### config.mk
export PLATFORM = sky130hd
export DESIGN_NAME = comb_differencer_flat
export DESIGN_NICKNAME = d
export VERILOG_FILES = /design/src/rtl/comb_differencer_if.sv /design/src/rtl/comb_differencer.sv /design/src/flat_wrapper.sv
export SDC_FILE = /design/constraint.sdc
export NUM_CORES = 1
export LEC_CHECK = 0
export ABC_AREA = 1
export ABC_CLOCK_PERIOD_IN_PS = 3500
export CAP_MARGIN = 30
export CORE_MARGIN = 2
export CORE_UTILIZATION = 35
export CTS_BUF_LIST = sky130_fd_sc_hd__clkbuf_4
export DETAILED_ROUTE_END_ITERATION = 10
export SYNTH_ARGS = -nofsm -noshare
export SYNTH_HDL_FRONTEND = slang
export SYNTH_SLANG_ARGS = --single-unit
export TNS_END_PERCENT = 100
### constraint.sdc
create_clock -name clk -period 3.5 [get_ports clk]
set_input_delay 0.525 -clock clk [delete_from_list [all_inputs] [get_ports clk]]
set_output_delay 0.525 -clock clk [all_outputs]
set_load 0.02 [all_outputs]
### src/rtl/comb_differencer_if.sv
// Valid/ready stream bundle for the comb differencer: input side, output side
// and the primed status flag.
interface comb_differencer_if #(
  parameter int WIDTH = 13
);
  logic                    in_valid;
  logic                    in_ready;
  logic signed [WIDTH-1:0] in_data;
  logic                    out_valid;
  logic                    out_ready;
  logic signed [WIDTH-1:0] out_data;
  logic                    out_ovf;
  logic                    primed;

  modport master (
    output in_valid, in_data, out_ready,
    input  in_ready, out_valid, out_data, out_ovf, primed
  );

  modport slave (
    input  in_valid, in_data, out_ready,
    output in_ready, out_valid, out_data, out_ovf, primed
  );
endinterface

### src/rtl/comb_differencer.sv
// Streaming comb stage y[n] = x[n] - x[n-DELAY] with one registered output
// stage, optional saturation and an overflow flag.
module comb_differencer #(
  parameter int WIDTH    = 13,
  parameter int DELAY    = 4,
  parameter int SATURATE = 1
) (
  input  logic                clk,
  input  logic                rst,
  comb_differencer_if.slave   bus
);
  localparam int                     CW       = $clog2(DELAY + 1);
  localparam logic [CW-1:0]          FILL_MAX = CW'(DELAY);
  localparam logic signed [WIDTH-1:0] MAX_V   = {1'b0, {(WIDTH-1){1'b1}}};
  localparam logic signed [WIDTH-1:0] MIN_V   = {1'b1, {(WIDTH-1){1'b0}}};

  logic signed [WIDTH-1:0] r_dline [DELAY];
  logic [CW-1:0]           r_fill;
  logic                    r_out_valid;
  logic signed [WIDTH-1:0] r_out_data;
  logic                    r_out_ovf;

  logic                    w_in_ready;
  logic                    w_accept;
  logic signed [WIDTH-1:0] w_tail;
  logic [WIDTH:0]          w_diff;
  logic                    w_ovf;
  logic signed [WIDTH-1:0] w_result;

  assign w_in_ready = !r_out_valid || bus.out_ready;
  assign w_accept   = bus.in_valid && w_in_ready;
  assign w_tail     = r_dline[DELAY-1];

  // One extra bit holds the exact difference; overflow shows as the top two bits disagreeing.
  assign w_diff = {bus.in_data[WIDTH-1], bus.in_data} - {w_tail[WIDTH-1], w_tail};
  assign w_ovf  = w_diff[WIDTH] ^ w_diff[WIDTH-1];

  always_comb begin
    w_result = w_diff[WIDTH-1:0];
    if (w_ovf && (SATURATE != 0)) begin
      w_result = w_diff[WIDTH] ? MIN_V : MAX_V;
    end
  end

  always_ff @(posedge clk) begin
    if (rst) begin
      for (int i = 0; i < DELAY; i++) begin
        r_dline[i] <= '0;
      end
      r_fill      <= '0;
      r_out_valid <= 1'b0;
      r_out_data  <= '0;
      r_out_ovf   <= 1'b0;
    end else begin
      if (w_accept) begin
        r_dline[0] <= bus.in_data;
        for (int i = 1; i < DELAY; i++) begin
          r_dline[i] <= r_dline[i-1];
        end
        r_out_data  <= w_result;
        r_out_ovf   <= w_ovf;
        r_out_valid <= 1'b1;
        if (r_fill != FILL_MAX) begin
          r_fill <= r_fill + 1'b1;
        end
      end else if (r_out_valid && bus.out_ready) begin
        r_out_valid <= 1'b0;
      end
    end
  end

  assign bus.in_ready  = w_in_ready;
  assign bus.out_valid = r_out_valid;
  assign bus.out_data  = r_out_data;
  assign bus.out_ovf   = r_out_ovf;
  assign bus.primed    = (r_fill == FILL_MAX);
endmodule

### src/flat_wrapper.sv
// flat-port wrapper written by rule: the top's interface ports become plain ports
module comb_differencer_flat 
#(
  parameter int WIDTH    = 13,
  parameter int DELAY    = 4,
  parameter int SATURATE = 1
)
  (clk, rst, bus_in_valid, bus_in_data, bus_out_ready, bus_in_ready, bus_out_valid, bus_out_data, bus_out_ovf, bus_primed);
  comb_differencer_if #(.WIDTH(WIDTH)) bus_i ();
  input  logic clk;
  input  logic rst;
  input wire logic [$bits(bus_i.in_valid)-1:0] bus_in_valid;
  input wire logic [$bits(bus_i.in_data)-1:0] bus_in_data;
  input wire logic [$bits(bus_i.out_ready)-1:0] bus_out_ready;
  output wire logic [$bits(bus_i.in_ready)-1:0] bus_in_ready;
  output wire logic [$bits(bus_i.out_valid)-1:0] bus_out_valid;
  output wire logic [$bits(bus_i.out_data)-1:0] bus_out_data;
  output wire logic [$bits(bus_i.out_ovf)-1:0] bus_out_ovf;
  output wire logic [$bits(bus_i.primed)-1:0] bus_primed;
  assign bus_i.in_valid = bus_in_valid;
  assign bus_i.in_data = bus_in_data;
  assign bus_i.out_ready = bus_out_ready;
  assign bus_in_ready = bus_i.in_ready;
  assign bus_out_valid = bus_i.out_valid;
  assign bus_out_data = bus_i.out_data;
  assign bus_out_ovf = bus_i.out_ovf;
  assign bus_primed = bus_i.primed;
  comb_differencer #(.WIDTH(WIDTH), .DELAY(DELAY), .SATURATE(SATURATE)) u_core (.clk(clk), .rst(rst), .bus(bus_i));
endmodule
==> flow_summary_export.csv, run 1 <==
group,metric,value,unit
global_routing,use_met1,16.08,%
critical_path,cp_num_buf_inv,3,
critical_path,r2r_cells,13,
power,cellLeakagePower,1.919,nW
clock_tree,postCtsResizedCells,0,
layout,drive_above_1_share,6.593,%
clock_tree,cts_tree,"yes",
timing,skew,0.01246,ns
detailed_routing,drt_iter0_drc,76,
logic_synthesis,ys_seq_area_share,54.53,%
global_routing,grt_antenna_before_repair,0,
critical_path,cp_top_family,"simple AND/OR/NAND/NOR gates",
timing,finalCritPeriodShare,67.42,%
logic_synthesis,yosys_warnings,0,
logic_synthesis,synth_top_area_cell,"edfxtp_1",
layout,fillers,1017,
layout,num_antenna_cells,0,
logic_synthesis,synthCells,412,
logic_synthesis,synth-seq-cells,70,
power,power,1.834,mW
clock_tree,cts_root_buf,"clkbuf_4",
power,ir_drop,0.1989,mV
floorplanning,rows,36,
critical_path,reg2reg_slack,1.40,ns
logic_synthesis,synth_top_area_share,44.30,%
global_routing,grt_max_degree,54,
clock_tree,cts_max_level,3,
critical_path,crit_type,"in -> reg",
global_routing,track_usage,12.15,%
critical_path,crit_arrival,2.68,ns
floorplanning,pin_count,34,
critical_path,cp-start-kind,"input pin",
global_routing,grt_pass1_wl,10.63,mm
min_path,whs_endpoint,"u_core.bus.out_data[7]",
detailed_routing,routed_via_density,4.204,
clock_tree,clk_latency,0.42,ns
detailed_routing,ant_nets,0,
timing,fin_setup_tns,0,ns
critical_path,worstReg2RegStart,"u_core.r_dline[3][0]",
clock_tree,path_clk_slew,0.10,ns
detailed_routing,routedWlPerCell,10.33,µm
critical_path,crit_required,3.82,ns
layout,areaGrowthSynthToFinish,16.51,%
global_routing,grt_pass1_vias,2287,
timing,final-setup-viol-count,0,
floorplanning,dieHeight,104.4,µm
critical_path,cpPeakStageDelay,0.41,ns
global_routing,busiest_layer,"met2",
min_path,hold_path.class,"reg -> reg",
clock_tree,hold_buffers,0,
logic_synthesis,synth_cell_types,27,
logic_synthesis,netlist_top_cells_area,"edfxtp_1 44%, nand2_1 12%, dfxtp_1 10%",
detailed_routing,wirelength,6.072,mm
critical_path,crit_slowest_cell,"fa_1",
global_routing,grt_use_met2,18.39,%
timing,slew_headroom,39.76,%
floorplanning,dieArea,10890,µm²
global_routing,overflow,0,
clock_tree,cts.sinks,70,
global_routing,grtUsageMet3,4.010,%
min_path,hold_start,"u_core.bus.out_data[7]",
timing,hold_viol,0,
timing,period_minus_slack,2.360,ns
clock_tree,cts_setup_buffers,0,
layout,multiInputGateArea,1210,µm²
timing,max_slew.worst_pin.slew,0.9003,ns
layout,seqCellArea,1922,µm²
critical_path,path_common_cell,"nand2_1",
placement,dp_hpwl,4.277,mm
critical_path,end_kind,"register",
floorplanning,chipWidth,104.4,µm
power,p_per_area,446.5,nW/µm²
logic_synthesis,syn_avg_cell_area,8.555,µm²
detailed_routing,dr.pass1.iters,4,
logic_synthesis,syn_nets,445,
clock_tree,numCtsBuffers,9,
logic_synthesis,syn_area,3525,µm²
min_path,worstHoldPathCells,2,
status,status,"complete, no violations",
placement,io_buffer_count,33,
floorplanning,initial_core_util,36.06,%
critical_path,critical_path.cell_chain,"clkdlybuf4s50_1 -> inv_1 -> ha_1 -> inv_1 -> fa_1 -> nand3_1 -> nand2_1 -> nand3_1 -> nand4_1 -> nand2_1 -> nand2_2 -> nand2_1 -> nand2_1 -> nand2_1 -> nand2_1",
flow_run,cap_violations,0,
timing,rsz0062_at_grt,"no",
detailed_routing,drc,0,
critical_path,cp_max_fo,13,
timing,fmax,0.4238,GHz
clock_tree,clockBufferDepth,2,
floorplanning,coreArea,9774,µm²
layout,finalNetCount,483,
placement,routabilityCongestion,0.8108,
detailed_routing,num_vias,2472,
critical_path,timing.rr.end,"u_core.bus.out_data[2]",
timing,slew_violations,0,
[synth_stat cells]
master and n:
clkbuf_1 6, fa_1 1, dfxtp_1 18, nand2_2 7
a31oi_1 1, nand3_4 1, clkbuf_8 1, xnor2_1 2
nand4_1 2, nor2_1 62, a211oi_1 1, buf_6 2
inv_1 88, a21oi_2 1, nand3_2 1, o21bai_1 2
nand2_1 114, clkinv_1 1, ha_1 15, and2_1 1
o21ai_0 1, nor2_2 2, xor2_1 7, edfxtp_1 52
nand3_1 12, a21oi_1 10, a21boi_0 1
[state kept, by name, summed over array words and instances (netlist names)]
name                  flops
u_core.bus.out_data      13
u_core.bus.out_ovf        1
u_core.r_fill             3
u_core.r_dline           52
u_core.bus.out_valid      1
[layer usage]
metal  up-vias  part of all wire [%]  wire [µm]
met5         -                     0          0
met4         0                   1.7        105
met3        11                   4.4        269
met2        38                    43       2598
met1      1085                    51       3099
li1       1338                     -          -
[cells by family after synthesis]
| kind of cell | Yosys count | synth area share (%) |
|---|---|---|
| flops | 70 | 54.53 |
| simple gates | 202 | 23.36 |
| buf+inv | 98 | 11.15 |
| fa+ha+maj | 16 | 5.893 |
| compound gates | 17 | 2.840 |
| xor+xnor | 9 | 2.237 |
[area by class of cell]
cell class | count | share of cell area, %
Timing Repair Buffer | 36 | 8.897
Tap cell | 133 | 4.052
Clock inverter | 7 | 1.005
Multi-Input combinational cell | 244 | 29.46
Clock buffer | 9 | 1.645
Sequential cell | 70 | 46.80
Inverter | 89 | 8.135
[worst max path at each step]
| stage | startpoint | endpoint | depth (start not counted) |
|---|---|---|---|
| 2_1_floorplan | bus_out_ready | u_core.r_dline[0][0] | 7 |
| 3_3_place_gp | bus_in_data[0] | u_core.bus.out_data[1] | 15 |
| 3_5_place_dp | bus_in_data[0] | u_core.bus.out_data[0] | 15 |
| 4_1_cts | bus_in_data[0] | u_core.bus.out_data[2] | 15 |
| 5_1_grt | bus_in_data[0] | u_core.bus.out_data[7] | 16 |
| 6_report | bus_in_data[0] | u_core.bus.out_data[2] | 15 |
[per-stage QoR]
step           hold slack (ns)  worst slack, ns  util, %  cells  cell area [µm²]
2_1_floorplan           0.4590           0.8330        -    412             3525
3_3_place_gp            0.4384           0.7367    40.90    572             3998
3_5_place_dp            0.4403           0.6908    40.90    572             3998
4_1_cts                 0.4611            1.163    42.01    588             4106
5_1_grt                 0.4931           0.9311    42.01    588             4106
6_report                0.4556            1.140    42.01    588             4106
[layout by cell type (no fill, tap or decap), types with 2 or more instances in the layout]
| cell type | count |
|---|---|
| dfxtp_1 | 18 |
| nand4_1 | 2 |
| nand2_2 | 7 |
| edfxtp_1 | 52 |
| nor2_2 | 2 |
| clkinv_2 | 2 |
| a21oi_1 | 10 |
| nor2_1 | 62 |
| ha_1 | 15 |
| nand2_1 | 114 |
| clkdlybuf4s50_1 | 33 |
| nand3_1 | 12 |
| buf_4 | 2 |
| clkbuf_4 | 9 |
| xnor2_1 | 2 |
| xor2_1 | 7 |
| clkinvlp_4 | 2 |
| clkinv_1 | 3 |
| inv_1 | 87 |
| o21bai_1 | 2 |
[worst reg2reg max path: stages (launching register included)]
cell	delay [ns]
edfxtp_1	0.35
ha_1	0.13
inv_1	0.07
fa_1	0.41
nand3_1	0.10
nand2_1	0.11
nand3_1	0.11
nand4_1	0.16
nand2_1	0.13
nand2_2	0.15
nand2_1	0.11
nand2_1	0.06
nand2_1	0.07
nand2_1	0.05
[power by group]
group	internal, mW	switching (mW)	total [mW]	leakage, nW
clock network	0.139	0.292	0.431	0.0568
logic	0.164	0.250	0.414	1.14
registers	0.964	0.0244	0.988	0.719
total	1.27	0.566	1.83	1.92
(Power assumes the default switching activity.)
==> run 2: changes to the inputs <==
--- a/config.mk
+++ b/config.mk
@@ -6,7 +6,7 @@
 export NUM_CORES = 1
 export LEC_CHECK = 0
 export ABC_AREA = 1
-export ABC_CLOCK_PERIOD_IN_PS = 3500
+export ABC_CLOCK_PERIOD_IN_PS = 2400
 export CAP_MARGIN = 30
 export CORE_MARGIN = 2
 export CORE_UTILIZATION = 35
==> constraint.sdc (replaced) <==
create_clock -name clk -period 2.4 [get_ports clk]
set_input_delay 0.36 -clock clk [delete_from_list [all_inputs] [get_ports clk]]
set_output_delay 0.36 -clock clk [all_outputs]
set_load 0.02 [all_outputs]
==> flow_summary_export.csv, run 2 (same netlist as run 1, synthesis figures left out) <==
group,metric,value,unit
floorplanning,coreArea,9774,µm²
critical_path,reg2reg_slack,0.40,ns
placement,dp_hpwl,4.541,mm
layout,mostFrequentLayoutCells,"113 x nand2_1, 87 x inv_1, 62 x nor2_1",
timing,max_slew.worst_pin.slew,0.5387,ns
critical_path,path_common_cell,"nand2_1",
timing,skew,0.01542,ns
floorplanning,pin_count,34,
clock_tree,cts_setup_buffers,0,
layout,num_antenna_cells,0,
status,status,"complete, no violations",
detailed_routing,routed_via_density,4.159,
critical_path,worstReg2RegStart,"u_core.r_dline[3][8]",
floorplanning,chipWidth,104.4,µm
detailed_routing,dr.pass1.iters,4,
min_path,hold_start,"u_core.bus.out_data[0]",
detailed_routing,wirelength,6.314,mm
critical_path,critical_path.cell_chain,"clkdlybuf4s50_1 -> ha_1 -> nand2_2 -> inv_1 -> nand2_1 -> nand2_1 -> a21oi_1 -> nand3_1 -> nand2_1 -> nand2_2 -> nand2_1 -> nand2_1 -> nand2_1 -> nand2_1",
clock_tree,clockBufferDepth,2,
flow_run,cap_violations,0,
detailed_routing,drc,0,
floorplanning,initial_core_util,36.06,%
clock_tree,numCtsBuffers,9,
timing,hold_viol,0,
timing,period_minus_slack,2.073,ns
min_path,hold_path.class,"reg -> reg",
timing,slew_headroom,64.09,%
critical_path,end_kind,"register",
global_routing,grt_max_degree,54,
detailed_routing,num_vias,2504,
critical_path,crit_type,"in -> reg",
clock_tree,cts_root_buf,"clkbuf_4",
power,p_per_area,664.2,nW/µm²
timing,final-setup-viol-count,0,
min_path,whs_endpoint,"u_core.bus.out_data[0]",
critical_path,crit_arrival,2.38,ns
floorplanning,dieArea,10890,µm²
critical_path,cp_num_buf_inv,2,
layout,fillers,1000,
timing,slew_violations,0,
clock_tree,hold_buffers,0,
placement,place_ws,-0.09555,ns
global_routing,overflow,0,
global_routing,track_usage,12.86,%
critical_path,cp_top_family,"simple AND/OR/NAND/NOR gates",
critical_path,crit_required,2.71,ns
critical_path,r2r_cells,14,
layout,finalNetCount,497,
global_routing,grt_antenna_before_repair,0,
min_path,worstHoldPathCells,2,
clock_tree,clk_latency,0.41,ns
detailed_routing,routedWlPerCell,10.49,µm
critical_path,cpPeakStageDelay,0.46,ns
timing,fin_ws,0.3274,ns
clock_tree,postCtsResizedCells,0,
power,ir_drop,0.2800,mV
placement,io_buffer_count,33,
layout,drive_above_1_share,9.595,%
placement,dp.cells,586,
detailed_routing,drt_iter0_drc,78,
layout,largest_reg_flops,52,
detailed_routing,ant_nets,0,
floorplanning,dieHeight,104.4,µm
clock_tree,cts_tree,"yes",
layout,mostFrequentLayoutCell,"nand2_1",
layout,fin_cells,602,
critical_path,cp-start-kind,"input pin",
critical_path,crit_slowest_cell,"clkdlybuf4s50_1",
global_routing,grt_pass1_vias,2451,
critical_path,timing.rr.end,"u_core.bus.out_data[0]",
global_routing,grt_pass1_wl,11.03,mm
timing,fmax,0.4825,GHz
clock_tree,cts_max_level,3,
timing,whs,0.4554,ns
power,cellLeakagePower,1.998,nW
clock_tree,cts.sinks,70,
clock_tree,path_clk_slew,0.10,ns
floorplanning,rows,36,
placement,routabilityCongestion,0.8193,
critical_path,cp_max_fo,13,
timing,rsz0062_at_grt,"no",
timing,finalCritPeriodShare,86.36,%
layout,regMostFlops,"u_core.r_dline",
layout,areaGrowthSynthToFinish,20.34,%
==> run 2: changes by cell type in the layout (fill, tap and decap cells not counted) <==
cell,delta
clkinv_2,-1
nand2_1,-1
clkbuf_4,+2
inv_2,-1
clkinv_4,-1
buf_4,+14
bufinv_16,+1
nand2_2,+1
==> run 2: how the worst max path moves through the flow <==
stage,startpoint,end,slack [ns],cells past startpoint
2_1_floorplan,u_core.bus.out_valid,u_core.r_dline[0][0],0.03,6
4_1_cts,u_core.r_fill[0],bus_primed,0.29,5
6_report,bus_in_data[8],u_core.bus.out_data[0],0.33,14
3_5_place_dp,bus_in_data[8],u_core.bus.out_data[0],-0.1,14
3_3_place_gp,bus_in_data[8],u_core.bus.out_data[0],-0.07,15
5_1_grt,bus_in_data[8],u_core.bus.out_data[5],0.11,15
==> run 2: worst reg2reg max path, stage by stage (launching register included) <==
cell,delay [ns]
edfxtp_1,0.35
inv_1,0.04
ha_1,0.34
nand2_2,0.12
inv_1,0.06
nand2_1,0.06
nand2_1,0.07
a21oi_1,0.23
nand3_1,0.12
nand2_1,0.10
nand2_2,0.15
nand2_1,0.10
nand2_1,0.06
nand2_1,0.07
nand2_1,0.04
==> run 2: final cells by class <==
class	instances	area, µm²	area share [%]
flip-flops and latches	70	1922	45.31
inverters	89	337.8	7.965
multi-input cells	244	1212	28.58
clock inverters	5	50.05	1.180
repair buffers	50	470.5	11.09
clock buffers	11	82.58	1.947
well taps	133	166.4	3.923
==> run 2: where the power goes <==
part / total, mW / switching, mW / internal [mW] / leakage [nW]
combinational: 0.644 / 0.375 / 0.269 / 1.21
sequential: 1.44 / 0.0356 / 1.41 / 0.719
clock: 0.732 / 0.399 / 0.333 / 0.0719
total: 2.82 / 0.809 / 2.01 / 2.00
==> run 2: metrics by stage <==
stage,cell area [µm²],setup TNS (ns),util (%),power (mW)
2_1_floorplan,3535,0,-,1.893
3_3_place_gp,4109,-0.4479,42.04,2.106
3_5_place_dp,4109,-0.7173,42.04,2.121
4_1_cts,4242,0,43.39,2.869
5_1_grt,4242,0,43.39,3.003
6_report,4242,0,43.39,2.817
==> run 2: layer usage <==
layer | routed length [µm] | vias up | global-route usage [%]
met5 | 0 | - | 0
met4 | 99 | 0 | 5.212
met3 | 309 | 7 | 4.449
met2 | 2721 | 40 | 19.61
met1 | 3183 | 1099 | 16.65
li1 | - | 1358 | -
